**config.mk**
```make
export PLATFORM = sky130hd
export DESIGN_NAME = router_mux_rr_flat
export DESIGN_NICKNAME = d
export VERILOG_FILES = /design/src/rtl/router_mux_rr_if.sv /design/src/rtl/router_mux_rr.sv /design/src/flat_wrapper.sv
export SDC_FILE = /design/constraint.sdc
export NUM_CORES = 1
export LEC_CHECK = 0
export ABC_AREA = 1
export CORE_AREA = 2 2 150 152
export DETAILED_ROUTE_END_ITERATION = 10
export DIE_AREA = 0 0 152 154
export HOLD_SLACK_MARGIN = 0.1
export RECOVER_POWER = 50
export SYNTH_ARGS = -nofsm -noshare
export SYNTH_HDL_FRONTEND = slang
export SYNTH_SLANG_ARGS = --single-unit
```
**constraint.sdc**
```tcl
create_clock -name CLK -period 4.43 [get_ports CLK]
set_input_delay 0.886 -clock CLK [delete_from_list [all_inputs] [get_ports CLK]]
set_output_delay 0.886 -clock CLK [all_outputs]
set_load 0.05 [all_outputs]
```
**src/rtl/router_mux_rr_if.sv**
```systemverilog
// Input-port and output-port bundle for the round-robin output-port multiplexer.
interface router_mux_rr_if #(
    parameter int unsigned NUMPORTS = 4,
    parameter int unsigned DWIDTH   = 64,
    parameter int unsigned DESTW    = 8
);
    localparam int unsigned SRCW = $clog2(NUMPORTS);

    logic [NUMPORTS-1:0][DWIDTH-1:0] D;
    logic [NUMPORTS-1:0][DESTW-1:0]  DEST;
    logic [NUMPORTS-1:0]             DEST_VALID;
    logic [NUMPORTS-1:0]             D_HDR_VALID;
    logic [NUMPORTS-1:0]             D_PLD_VALID;
    logic [NUMPORTS-1:0]             D_SOF;
    logic [NUMPORTS-1:0]             D_EOF;
    logic [NUMPORTS-1:0]             D_BP;
    logic [NUMPORTS-1:0]             COLLISION;
    logic                            Q_BP;
    logic [DWIDTH-1:0]               Q;
    logic                            Q_HDR_VALID;
    logic                            Q_PLD_VALID;
    logic                            Q_SOF;
    logic                            Q_EOF;
    logic [SRCW-1:0]                 Q_SRC;
    logic                            Q_ABORT;

    modport master (
        output D, DEST, DEST_VALID, D_HDR_VALID, D_PLD_VALID, D_SOF, D_EOF, Q_BP,
        input  D_BP, COLLISION, Q, Q_HDR_VALID, Q_PLD_VALID, Q_SOF, Q_EOF, Q_SRC, Q_ABORT
    );

    modport slave (
        input  D, DEST, DEST_VALID, D_HDR_VALID, D_PLD_VALID, D_SOF, D_EOF, Q_BP,
        output D_BP, COLLISION, Q, Q_HDR_VALID, Q_PLD_VALID, Q_SOF, Q_EOF, Q_SRC, Q_ABORT
    );
endinterface

```
**src/rtl/router_mux_rr.sv**
```systemverilog
// Output-port multiplexer: destination-matched SOF requests granted round-robin,
// grant locked SOF..EOF, owner beats forwarded through one registered stage.
module router_mux_rr #(
    parameter int unsigned NUMPORTS = 4,
    parameter int unsigned DWIDTH   = 64,
    parameter int unsigned DESTW    = 8,
    parameter int unsigned PORT_NO  = 1
) (
    input  logic           CLK,
    input  logic           RST,
    router_mux_rr_if.slave bus
);
    localparam int unsigned SRCW = $clog2(NUMPORTS);

    typedef enum logic {
        ST_IDLE = 1'b0,
        ST_BUSY = 1'b1
    } state_t;

    state_t              r_state;
    logic [SRCW-1:0]     r_ptr;
    logic [SRCW-1:0]     r_owner;
    logic [DWIDTH-1:0]   r_q;
    logic                r_q_hdr;
    logic                r_q_pld;
    logic                r_q_sof;
    logic                r_q_eof;
    logic [SRCW-1:0]     r_q_src;
    logic                r_q_abort;

    logic [NUMPORTS-1:0] w_req;
    logic [NUMPORTS-1:0] w_d_bp;
    logic [SRCW-1:0]     w_cand;
    logic [SRCW-1:0]     w_gnt_idx;
    logic                w_gnt_vld;
    logic                w_grant;
    logic                w_own_dv;
    logic                w_own_hdr;
    logic                w_own_pld;
    logic                w_own_eof;
    logic                w_own_vld;
    logic                w_eof_acc;
    logic                w_abort;
    logic [SRCW-1:0]     w_ptr_nxt;

    always_comb begin
        for (int unsigned i = 0; i < NUMPORTS; i++) begin
            w_req[i] = bus.DEST_VALID[i] & (bus.DEST[i] == DESTW'(PORT_NO)) & bus.D_SOF[i];
        end
    end

    // First requester at or after r_ptr, wrapping modulo NUMPORTS.
    always_comb begin
        w_gnt_vld = 1'b0;
        w_gnt_idx = '0;
        w_cand    = '0;
        for (int unsigned k = 0; k < NUMPORTS; k++) begin
            w_cand = SRCW'((32'(r_ptr) + k) % NUMPORTS);
            if (!w_gnt_vld && w_req[w_cand]) begin
                w_gnt_vld = 1'b1;
                w_gnt_idx = w_cand;
            end
        end
    end

    assign w_own_dv  = bus.DEST_VALID[r_owner];
    assign w_own_hdr = bus.D_HDR_VALID[r_owner];
    assign w_own_pld = bus.D_PLD_VALID[r_owner];
    assign w_own_eof = bus.D_EOF[r_owner];
    assign w_own_vld = w_own_hdr | w_own_pld;

    // Every transition is gated by downstream acceptance so a pending SOF/EOF is never overwritten.
    assign w_grant   = (r_state == ST_IDLE) & w_gnt_vld & ~bus.Q_BP;
    assign w_eof_acc = (r_state == ST_BUSY) & ~bus.Q_BP & w_own_dv & w_own_eof & w_own_vld;
    assign w_abort   = (r_state == ST_BUSY) & ~bus.Q_BP & ~w_own_dv;
    assign w_ptr_nxt = (r_owner == SRCW'(NUMPORTS - 1)) ? '0 : r_owner + SRCW'(1);

    always_comb begin
        w_d_bp = '0;
        for (int unsigned i = 0; i < NUMPORTS; i++) begin
            if ((r_state == ST_BUSY) && (SRCW'(i) == r_owner)) begin
                w_d_bp[i] = bus.Q_BP;
            end else if (w_req[i] && !(w_grant && (SRCW'(i) == w_gnt_idx))) begin
                w_d_bp[i] = 1'b1;
            end
        end
    end

    assign bus.D_BP      = w_d_bp;
    assign bus.COLLISION = w_d_bp & w_req;

    always_ff @(posedge CLK) begin
        if (RST) begin
            r_state   <= ST_IDLE;
            r_ptr     <= '0;
            r_owner   <= '0;
            r_q       <= '0;
            r_q_hdr   <= 1'b0;
            r_q_pld   <= 1'b0;
            r_q_sof   <= 1'b0;
            r_q_eof   <= 1'b0;
            r_q_src   <= '0;
            r_q_abort <= 1'b0;
        end else if (!bus.Q_BP) begin
            case (r_state)
                ST_IDLE: begin
                    r_q_hdr   <= 1'b0;
                    r_q_pld   <= 1'b0;
                    r_q_eof   <= 1'b0;
                    r_q_abort <= 1'b0;
                    r_q_sof   <= w_gnt_vld;
                    if (w_gnt_vld) begin
                        r_owner <= w_gnt_idx;
                        r_q_src <= w_gnt_idx;
                        r_state <= ST_BUSY;
                    end
                end
                ST_BUSY: begin
                    r_q_sof <= 1'b0;
                    if (w_abort) begin
                        r_q_hdr   <= 1'b0;
                        r_q_pld   <= 1'b0;
                        r_q_eof   <= 1'b1;
                        r_q_abort <= 1'b1;
                        r_ptr     <= w_ptr_nxt;
                        r_state   <= ST_IDLE;
                    end else begin
                        r_q       <= bus.D[r_owner];
                        r_q_hdr   <= w_own_hdr;
                        r_q_pld   <= w_own_pld;
                        r_q_eof   <= w_own_eof & w_own_vld;
                        r_q_abort <= 1'b0;
                        if (w_eof_acc) begin
                            r_ptr   <= w_ptr_nxt;
                            r_state <= ST_IDLE;
                        end
                    end
                end
                default: r_state <= ST_IDLE;
            endcase
        end
    end

    assign bus.Q           = r_q;
    assign bus.Q_HDR_VALID = r_q_hdr;
    assign bus.Q_PLD_VALID = r_q_pld;
    assign bus.Q_SOF       = r_q_sof;
    assign bus.Q_EOF       = r_q_eof;
    assign bus.Q_SRC       = r_q_src;
    assign bus.Q_ABORT     = r_q_abort;
endmodule
```
**src/flat_wrapper.sv**
```systemverilog
// flat-port wrapper written by rule: the top's interface ports become plain ports
module router_mux_rr_flat 
#(
    parameter int unsigned NUMPORTS = 4,
    parameter int unsigned DWIDTH   = 64,
    parameter int unsigned DESTW    = 8,
    parameter int unsigned PORT_NO  = 1
)
  (CLK, RST, bus_D, bus_DEST, bus_DEST_VALID, bus_D_HDR_VALID, bus_D_PLD_VALID, bus_D_SOF, bus_D_EOF, bus_Q_BP, bus_D_BP, bus_COLLISION, bus_Q, bus_Q_HDR_VALID, bus_Q_PLD_VALID, bus_Q_SOF, bus_Q_EOF, bus_Q_SRC, bus_Q_ABORT);
  router_mux_rr_if #(.NUMPORTS(NUMPORTS), .DWIDTH(DWIDTH), .DESTW(DESTW)) bus_i ();
  input  logic CLK;
  input  logic RST;
  input wire logic [$bits(bus_i.D)-1:0] bus_D;
  input wire logic [$bits(bus_i.DEST)-1:0] bus_DEST;
  input wire logic [$bits(bus_i.DEST_VALID)-1:0] bus_DEST_VALID;
  input wire logic [$bits(bus_i.D_HDR_VALID)-1:0] bus_D_HDR_VALID;
  input wire logic [$bits(bus_i.D_PLD_VALID)-1:0] bus_D_PLD_VALID;
  input wire logic [$bits(bus_i.D_SOF)-1:0] bus_D_SOF;
  input wire logic [$bits(bus_i.D_EOF)-1:0] bus_D_EOF;
  input wire logic [$bits(bus_i.Q_BP)-1:0] bus_Q_BP;
  output wire logic [$bits(bus_i.D_BP)-1:0] bus_D_BP;
  output wire logic [$bits(bus_i.COLLISION)-1:0] bus_COLLISION;
  output wire logic [$bits(bus_i.Q)-1:0] bus_Q;
  output wire logic [$bits(bus_i.Q_HDR_VALID)-1:0] bus_Q_HDR_VALID;
  output wire logic [$bits(bus_i.Q_PLD_VALID)-1:0] bus_Q_PLD_VALID;
  output wire logic [$bits(bus_i.Q_SOF)-1:0] bus_Q_SOF;
  output wire logic [$bits(bus_i.Q_EOF)-1:0] bus_Q_EOF;
  output wire logic [$bits(bus_i.Q_SRC)-1:0] bus_Q_SRC;
  output wire logic [$bits(bus_i.Q_ABORT)-1:0] bus_Q_ABORT;
  assign bus_i.D = bus_D;
  assign bus_i.DEST = bus_DEST;
  assign bus_i.DEST_VALID = bus_DEST_VALID;
  assign bus_i.D_HDR_VALID = bus_D_HDR_VALID;
  assign bus_i.D_PLD_VALID = bus_D_PLD_VALID;
  assign bus_i.D_SOF = bus_D_SOF;
  assign bus_i.D_EOF = bus_D_EOF;
  assign bus_i.Q_BP = bus_Q_BP;
  assign bus_D_BP = bus_i.D_BP;
  assign bus_COLLISION = bus_i.COLLISION;
  assign bus_Q = bus_i.Q;
  assign bus_Q_HDR_VALID = bus_i.Q_HDR_VALID;
  assign bus_Q_PLD_VALID = bus_i.Q_PLD_VALID;
  assign bus_Q_SOF = bus_i.Q_SOF;
  assign bus_Q_EOF = bus_i.Q_EOF;
  assign bus_Q_SRC = bus_i.Q_SRC;
  assign bus_Q_ABORT = bus_i.Q_ABORT;
  router_mux_rr #(.NUMPORTS(NUMPORTS), .DWIDTH(DWIDTH), .DESTW(DESTW), .PORT_NO(PORT_NO)) u_core (.CLK(CLK), .RST(RST), .bus(bus_i));
endmodule
```
==> results_dict.tcl <==
set metrics [dict create \
    placedCellCount 1522 \
    drive_above_1_share_pct 4.70 \
    vias 7377 \
    antenna_found_initial 0 \
    coreArea_sq_mm 0.0217 \
    insertedDiodeCount 0 \
    grt_pass1_vias 7135 \
    postSynthCellCount 913 \
    drt-met1-wl_mm 10.9 \
    met2WireLength_mm 12.4 \
    row_count 54 \
    holdBufCountCts 0 \
    fin_util_pct 45.2 \
    cts_setup_buffers 0 \
    fin_crit_sh_pct 89.9 \
    arrival_ns 3.10 \
    fin_skew_ns 0.0100 \
    crit_fanout 9 \
    worstHoldPathType "reg2reg" \
    fmax_mhz 251 \
    htree_levels 3 \
    yosys.area.top_type "dfxtp_1" \
    finalNetCount 1568 \
    numCtsBuffers 9 \
    tightest_slew_ns 1.24 \
    synth_seq_area_share_pct 27.6 \
    cts_sinks 74 \
    syn_area_sq_mm 0.00536 \
    die_x_microns 152 \
    cts_root_buf "clkbuf_16" \
    dieArea_sq_mm 0.0234 \
    highest_layer "met4" \
    crit_path_start_kind "input port" \
    r2r_setup_slack_ns 1.06 \
    grt_start_max_net_pins 99 \
    pre_cts_slack_ns 0.495 \
    synth_nets 1228 \
    dp_hpwl_mm 18.9 \
    clk_latency_ns 0.33 \
    grt_overflow 0 \
    viasPerCell 4.80 \
    layout.cells.non_filler 1536 \
    leakagePower_nw 4.24 \
    wl_per_cell_microns 16.7 \
    powerDensity_mw_per_mm2 192 \
    start_util_pct 24.7 \
    worstSetupPathType "in2out" \
    fin_crit_ns 3.98 \
    critical_path.endpoint_type "output pin" \
    wl_mm 25.6 \
    synth_cell_types 33 \
    setup_viol 0 \
    drt_first_pass_iters 6 \
    cp_data_required_time_ns 3.54 \
    cts_resized 0 \
    slew-limit-headroom_pct 17.4 \
    drc 0 \
    cts_tree "yes" \
    clk_path_buf_depth 2 \
    status "finished, final reports clean" \
    grtUsageTotal_pct 20.8 \
    port_buffers 389 \
    synth_top_area_share_pct 27.6 \
    clk_pin_slew_worst_paths_ns 0.06 \
    gp_congestion 0.857 \
    num_io_pins 390 \
    setup_ws_ns 0.445 \
    worst_ir_drop_vdd_mv 0.151 \
    area_growth_pct 82.8 \
    hold_viol_final 0 \
    rsz0062_at_grt "false" \
    ant_nets 0 \
    die_h_microns 154 \
    dr.first_iter.drc_count 386 \
    setup_tns_ns 0 \
    slew_viol_final 0 \
    wl_met3_mm 1.67 \
    ys_ff_latch 74 \
    syn_area_per_cell_sq_um 5.87 \
    grt_pass1_wl_mm 38.9 \
    yosys-top-cells-area "dfxtp_1 (28%), nor2_1 (21%), o21ai_0 (19%)" \
    synth_warnings 0 \
    cap_violations 0 \
]
-- routing by layer --
layer | vias to the layer above | track usage, %
met5 | - | 0
met4 | 0 | 6.45
met3 | 33 | 5.13
met2 | 285 | 36.4
met1 | 3320 | 25.1
li1 | 3739 | -
-- per-stage QoR --
step | instance area (sq um) | total power [mW] | hold slack (ns)
after floorplan | 5360 | 0.756 | 0.585
after global placement | 9470 | 1.05 | 0.455
after detailed placement | 9470 | 1.05 | 0.460
after CTS | 9800 | 1.91 | 0.470
after global routing | 9800 | 1.96 | 0.486
final | 9800 | 1.88 | 0.463
-- flip-flops by register name (all words and copies together) (netlist names) --
name and count:
u_core.r_state 1, u_core.r_ptr 2, u_core.bus.Q_SRC 2, u_core.bus.Q_EOF 1
u_core.bus.Q 64, u_core.bus.Q_HDR_VALID 1, u_core.bus.Q_PLD_VALID 1, u_core.bus.Q_ABORT 1
u_core.bus.Q_SOF 1
-- worst paths after layout --
path	startpoint	endpoint	cells after the start
setup / recovery	bus_DEST[27]	bus_COLLISION[2]	17
hold / removal	u_core.bus.Q_PLD_VALID	u_core.bus.Q_PLD_VALID	2
setup reg to reg	u_core.bus.Q_SRC[1]	u_core.bus.Q[37]	6
hold reg to reg	u_core.bus.Q_PLD_VALID	u_core.bus.Q_PLD_VALID	2
-- layout by cell type (no fill, tap or decap), types with 2 or more instances in the layout --
| cell | n |
|---|---|
| nand2_2 | 2 |
| inv_4 | 3 |
| nand3_2 | 3 |
| inv_2 | 4 |
| nor2_1 | 295 |
| nand2_4 | 4 |
| nand2_1 | 95 |
| clkdlybuf4s50_1 | 312 |
| o21ai_0 | 199 |
| inv_1 | 29 |
| dfxtp_1 | 73 |
| ha_1 | 4 |
| nor2_2 | 2 |
| nand3_1 | 27 |
| a21oi_1 | 10 |
| nand4_1 | 8 |
| a21oi_2 | 4 |
| clkbuf_16 | 9 |
| dlygate4sd3_1 | 69 |
| buf_12 | 8 |
| bufinv_16 | 3 |
| o22ai_1 | 67 |
| buf_4 | 9 |
| o21ai_1 | 4 |
-- kinds of logic after synthesis --
| group | share of synthesized area (%) |
|---|---|
| compound gates | 28.7 |
| xor+xnor | 0.514 |
| buf+inv | 7.94 |
| simple gates | 34.3 |
| fa+ha+maj | 0.934 |
| flops | 27.6 |
-- report_power, final --
part	internal, mW	switching (mW)	leakage, nW
Clock	0.546	0.296	0.162
Sequential	0.666	0.00173	0.597
Combinational	0.268	0.102	3.48
Total	1.48	0.400	4.24
-- worst max-delay path: stages --
cell and delay (ns):
clkdlybuf4s50_1 0.44, nor2_1 0.17, nand2_1 0.07, nor2_1 0.17, nand3_1 0.10, nand2_1 0.14, nand2_1 0.12, nand2_4 0.13
nor2_8 0.07, nand2_2 0.06, nand2_1 0.05, nand3_2 0.09, nand2_1 0.07, nand3_1 0.10, nand2_2 0.07, a21oi_2 0.19
buf_12 0.16
-- cells in the mapped netlist --
library cell	instances
a21oi_1	10
a21oi_2	4
a32o_1	1
and3_1	1
buf_1	7
buf_2	9
buf_4	2
buf_6	1
clkbuf_1	50
dfxtp_1	74
ha_1	4
inv_1	31
inv_2	3
inv_4	2
nand2_1	94
nand2_2	3
nand2_4	4
nand3_1	27
nand3_2	3
nand3b_1	1
nand3b_4	1
nand4_1	8
nor2_1	295
nor2_2	2
nor2_8	1
nor3_1	1
nor3_2	1
nor3_4	1
o211ai_1	1
o21ai_0	199
o21ai_1	4
o22ai_1	67
xor2_4	1
-- layout make-up --
cell class	count	area [sq um]
Clock buffer	9	225
Clock inverter	5	104
Fill cell	2281	11900
Inverter	36	143
Multi-Input combinational cell	734	3450
Sequential cell	74	1490
Tap cell	280	350
Timing Repair Buffer	398	4040
No activity file was read; power rests on OpenSTA's default activity.
